$ cat config.mk
export PLATFORM = sky130hd
export DESIGN_NAME = gift_round_ctrl_flat
export DESIGN_NICKNAME = d
export VERILOG_FILES = /design/src/rtl/gift_round_ctrl_if.sv /design/src/rtl/gift_round_ctrl.sv /design/src/flat_wrapper.sv
export SDC_FILE = /design/constraint.sdc
export NUM_CORES = 1
export LEC_CHECK = 0
export CELL_PAD_IN_SITES_DETAIL_PLACEMENT = 1
export CELL_PAD_IN_SITES_GLOBAL_PLACEMENT = 1
export CORE_AREA = 2 2 148 150
export CTS_CLUSTER_DIAMETER = 30
export DETAILED_ROUTE_END_ITERATION = 8
export DIE_AREA = 0 0 150 152
export GPL_TIMING_DRIVEN = 0
export PLACE_DENSITY = 0.86
export SLEW_MARGIN = 20
export SYNTH_ARGS = -nofsm -noshare
export SYNTH_HDL_FRONTEND = slang
export SYNTH_SLANG_ARGS = --single-unit
export TNS_END_PERCENT = 10
$ cat constraint.sdc
create_clock -name clk -period 3.2 [get_ports clk]
set_input_delay 0.32 -clock clk [delete_from_list [all_inputs] [get_ports clk]]
set_output_delay 0.32 -clock clk [all_outputs]
set_load 0.05 [all_outputs]
$ cat src/rtl/gift_round_ctrl_if.sv
// Round handshake and key/constant bus between the GIFT-128 round
// controller and the state datapath.
interface gift_round_ctrl_if;
    logic         start;
    logic [127:0] key_in;
    logic         round_ready;
    logic         round_valid;
    logic [4:0]   rcon;
    logic [5:0]   rc;
    logic [31:0]  rk_u;
    logic [31:0]  rk_v;
    logic         busy;
    logic         done;

    modport master (
        output start, key_in, round_ready,
        input  round_valid, rcon, rc, rk_u, rk_v, busy, done
    );

    modport slave (
        input  start, key_in, round_ready,
        output round_valid, rcon, rc, rk_u, rk_v, busy, done
    );
endinterface

$ cat src/rtl/gift_round_ctrl.sv
// GIFT-128 round sequencer: round index, 6-bit LFSR constant and
// per-round key halves U/V under a start/ready/done handshake.
module gift_round_ctrl #(
    parameter int ROUNDS = 28
) (
    input  logic             clk,
    input  logic             rst,
    gift_round_ctrl_if.slave bus
);
    typedef enum logic [1:0] {IDLE, RUN, FIN} state_t;

    localparam logic [4:0] LAST = 5'(ROUNDS);

    state_t         state_q, state_d;
    logic [4:0]     rcon_q, rcon_d;
    logic [5:0]     rc_q, rc_d;
    logic [127:0]   key_q, key_d;
    logic [15:0]    k1, k0;
    logic [127:0]   key_nxt;

    assign k1 = key_q[31:16];
    assign k0 = key_q[15:0];
    // k7' = k1 >>> 2, k6' = k0 >>> 12, the rest shift down two words
    assign key_nxt = {k1[1:0], k1[15:2], k0[11:0], k0[15:12], key_q[127:32]};

    always_comb begin
        state_d = state_q;
        rcon_d  = rcon_q;
        rc_d    = rc_q;
        key_d   = key_q;
        unique case (state_q)
            IDLE: begin
                if (bus.start) begin
                    key_d   = bus.key_in;
                    rcon_d  = 5'd1;
                    rc_d    = 6'b000001;
                    state_d = RUN;
                end
            end
            RUN: begin
                if (bus.round_ready) begin
                    if (rcon_q == LAST) begin
                        state_d = FIN;
                        rcon_d  = '0;
                        rc_d    = '0;
                        key_d   = '0;
                    end else begin
                        rcon_d = rcon_q + 5'd1;
                        rc_d   = {rc_q[4:0], rc_q[5] ^ rc_q[4] ^ 1'b1};
                        key_d  = key_nxt;
                    end
                end
            end
            FIN: state_d = IDLE;
            default: state_d = IDLE;
        endcase
    end

    always_ff @(posedge clk) begin
        if (rst) begin
            state_q <= IDLE;
            rcon_q  <= '0;
            rc_q    <= '0;
            key_q   <= '0;
        end else begin
            state_q <= state_d;
            rcon_q  <= rcon_d;
            rc_q    <= rc_d;
            key_q   <= key_d;
        end
    end

    assign bus.round_valid = (state_q == RUN);
    assign bus.busy        = (state_q == RUN);
    assign bus.done        = (state_q == FIN);
    assign bus.rcon        = rcon_q;
    assign bus.rc          = rc_q;
    assign bus.rk_u        = key_q[95:64];
    assign bus.rk_v        = key_q[31:0];
endmodule

$ cat src/flat_wrapper.sv
// flat-port wrapper written by rule: the top's interface ports become plain ports
module gift_round_ctrl_flat 
#(
    parameter int ROUNDS = 28
)
  (clk, rst, bus_start, bus_key_in, bus_round_ready, bus_round_valid, bus_rcon, bus_rc, bus_rk_u, bus_rk_v, bus_busy, bus_done);
  gift_round_ctrl_if bus_i ();
  input  logic clk;
  input  logic rst;
  input wire logic [$bits(bus_i.start)-1:0] bus_start;
  input wire logic [$bits(bus_i.key_in)-1:0] bus_key_in;
  input wire logic [$bits(bus_i.round_ready)-1:0] bus_round_ready;
  output wire logic [$bits(bus_i.round_valid)-1:0] bus_round_valid;
  output wire logic [$bits(bus_i.rcon)-1:0] bus_rcon;
  output wire logic [$bits(bus_i.rc)-1:0] bus_rc;
  output wire logic [$bits(bus_i.rk_u)-1:0] bus_rk_u;
  output wire logic [$bits(bus_i.rk_v)-1:0] bus_rk_v;
  output wire logic [$bits(bus_i.busy)-1:0] bus_busy;
  output wire logic [$bits(bus_i.done)-1:0] bus_done;
  assign bus_i.start = bus_start;
  assign bus_i.key_in = bus_key_in;
  assign bus_i.round_ready = bus_round_ready;
  assign bus_round_valid = bus_i.round_valid;
  assign bus_rcon = bus_i.rcon;
  assign bus_rc = bus_i.rc;
  assign bus_rk_u = bus_i.rk_u;
  assign bus_rk_v = bus_i.rk_v;
  assign bus_busy = bus_i.busy;
  assign bus_done = bus_i.done;
  gift_round_ctrl #(.ROUNDS(ROUNDS)) u_core (.clk(clk), .rst(rst), .bus(bus_i));
endmodule
==> flow_summary.yaml <==
power_and_ir_drop:
  leakage_nw: 3.55
  vdd_drop_max_mv: 0.354
  powerDensity_nw_per_um2: 474
route:
  vias_per_cell: 6.52
  routedWlPerCell_um: 24.8
  num_vias: 10093
  drcViolationCount: 0
  drtIter0Drc: 1150
  first_pass_iters: 5
  routed_wirelength_mm: 38.4
  ant_nets: 0
floorplanning:
  rows: 54
  core-area_sq_um: 21400
  die-area_sq_um: 22800
  io-pin-count: 210
  initial_utilization: 0.380
  die_w_um: 150
  die_y_um: 152
setup_path:
  path_common_cell: "clkbuf_1"
  regToRegStartpoint: "u_core.bus.rcon[0]$_SDFFE_PP0P_"
  cp_slowest_cell: "clkdlybuf4s50_1"
  crit_path_max_fanout: 10
  crit_chain: "clkbuf_1, clkbuf_1, nor2b_1, clkdlybuf4s50_1"
  critPathKind: "reg2out"
  startpoint: "u_core.state_q[1]$_SDFFE_PP0P_"
  startpoint_type: "flop"
  cp.required_ps: 2880
  worstSetupEndpointType: "primary output"
  max_stage_delay_ps: 810
  worstPathArrival_ps: 2660
layout:
  fin_nets: 1389
  fill_cells: 2641
  drive_above_1_share: 0.116
  diodes: 0
  area_delta_synth_final_pct: 37.8
  stdcell_area_sq_um: 11200
global_routing:
  use_met2: 0.512
  grt_pass1_wl_mm: 58.4
  grt_pass1_vias: 10132
  grt_busiest_layer: "met2"
  grt_overflow: 0
  antenna_found_initial: 0
  grt_max_degree: 17
  grt_use_met3: 0.0622
  grtUsageTotal: 0.330
  met1_usage: 0.437
sta:
  finalMaxSlewViolations: 0
  fin_tns_setup_ps: 0
  setup_viol: 0
  fin_worst_skew_ps: 10.8
  tightest_slew_ps: 825
  min_period_ps: 2980
  clock.fmax_mhz: 336
  finalHoldViolCount: 0
  finalCritPeriodShare: 0.930
  rsz0062_at_grt: "false"
  slew_headroom: 0.450
place:
  io_buffers: 208
  post-dp-hpwl_mm: 27.0
  dpl_cell_area_sq_um: 10500
  gp_congestion: 0.912
synth:
  async_reset_ff_frac: 0
  yosysWarnings: 0
  synth_most_common_cell: "a31oi_1"
  ys_seq_area_frac: 0.348
  synthDistinctLibCells: 35
  synth_cells: 1028
  syn_area_per_cell_sq_um: 7.89
  synth-edff-count: 0
  ys_ff_latch: 141
  synth_fp_nets: 1162
  synth_area_leaders: "dfxtp_1, a31oi_1, nor3b_1"
  synth_top_area_share: 0.348
  synth.largest_area_cell: "dfxtp_1"
  syn_area_sq_um: 8110
  synth_flop_cell: "dfxtp_1"
  ys_top_cells_by_count: "a31oi_1, dfxtp_1, nand3_1"
clocking:
  clock_sinks: 141
  cts-resized-gates: 0
  numCtsBuffers: 17
  cts-htree-levels: 4
  clk_latency_ps: 450
  cts_tree: "done"
  clockBufferDepth: 2
  cts-hold-fix-buffers: 0
  clkTransAtPathRegs_ps: 60
  cts_root_buf: "clkbuf_16"
  post-cts-setup-buffer-count: 0
job:
  maxCapViolCount: 0
worst_hold_path:
  holdCritPathClass: "in2reg"
  hold_start: "rst"
run_status:
  outcome: "finished clean"
cells by family (layout without fill, tap and decap cells):
kind of cell | Yosys count | after routing | synth area share
flops | 141 | 141 | 0.348
mux | 1 | 1 | 0.00123
fa+ha+maj | 2 | 2 | 0.00309
xor+xnor | 1 | 1 | 0.00108
compound gates | 398 | 398 | 0.291
simple gates | 283 | 283 | 0.218
buf+inv | 202 | 442 | 0.138
through the flow:
| step | hold slack, ps | util | power, W | std cells | setup WS (ps) |
|---|---|---|---|---|---|
| 4_1_cts | 406 | 0.523 | 0.00524 | 1548 | 224 |
| 2_1_floorplan | 446 | - | 0.00260 | 1028 | 1170 |
| 6_report | 417 | 0.523 | 0.00529 | 1548 | 223 |
| 5_1_grt | 467 | 0.523 | 0.00540 | 1548 | 139 |
| 3_3_place_gp | 470 | 0.494 | 0.00306 | 1516 | 737 |
| 3_5_place_dp | 482 | 0.494 | 0.00308 | 1516 | 699 |
routing by layer:
metal,up-vias,part of all wire
li1,4330,-
met1,4973,0.41
met2,655,0.45
met3,135,0.094
met4,0,0.044
met5,-,0
area by class of cell:
class | count | area [sq um] | area share
repair buffers | 208 | 2080 | 0.186
inverters | 6 | 22.5 | 0.00202
well taps | 280 | 350 | 0.0313
clock buffers | 21 | 470 | 0.0421
plain buffers | 196 | 1100 | 0.0983
clock inverters | 11 | 164 | 0.0147
multi-input cells | 685 | 4170 | 0.373
flip-flops and latches | 141 | 2820 | 0.253
worst max-delay path: cells and delay by family, from the launching register on:
family / cells / cell delay [ps]
and+or+nand+nor: 1 / 200
DFF: 1 / 360
buffers and inverters: 3 / 1650
registers in the layout, indices dropped and copies added (netlist names):
register / flops
u_core.bus.rc: 6
u_core.bus.rcon: 5
u_core.key_q: 128
u_core.state_q: 2
power breakdown:
group	internal (W)	switching (W)
sequential	0.00186	0.000106
combinational	0.000470	0.000649
clock	0.00136	0.000846
path summary, 6_finish.rpt:
path,end,cells past startpoint,slack [ps]
hold / removal,u_core.bus.rc[1]$_SDFFE_PP0P_,3,420
setup / recovery,bus_done,4,220
hold reg to reg,u_core.key_q[0]$_SDFFE_PP0P_,2,500
setup reg to reg,u_core.key_q[102]$_SDFFE_PP0P_,8,950
layout by cell type, fill, tap and decap left out, drive strengths merged, types with 6 or more instances in the layout:
cell type | synthesis | final
nor3b | 128 | 128
nand3 | 132 | 132
buf | 121 | 121
inv | 6 | 6
clkdlybuf4s50 | 0 | 208
dfxtp | 141 | 141
a31oi | 254 | 254
o21ai | 129 | 129
clkbuf | 75 | 96
No activity file was read; power rests on OpenSTA's default activity.
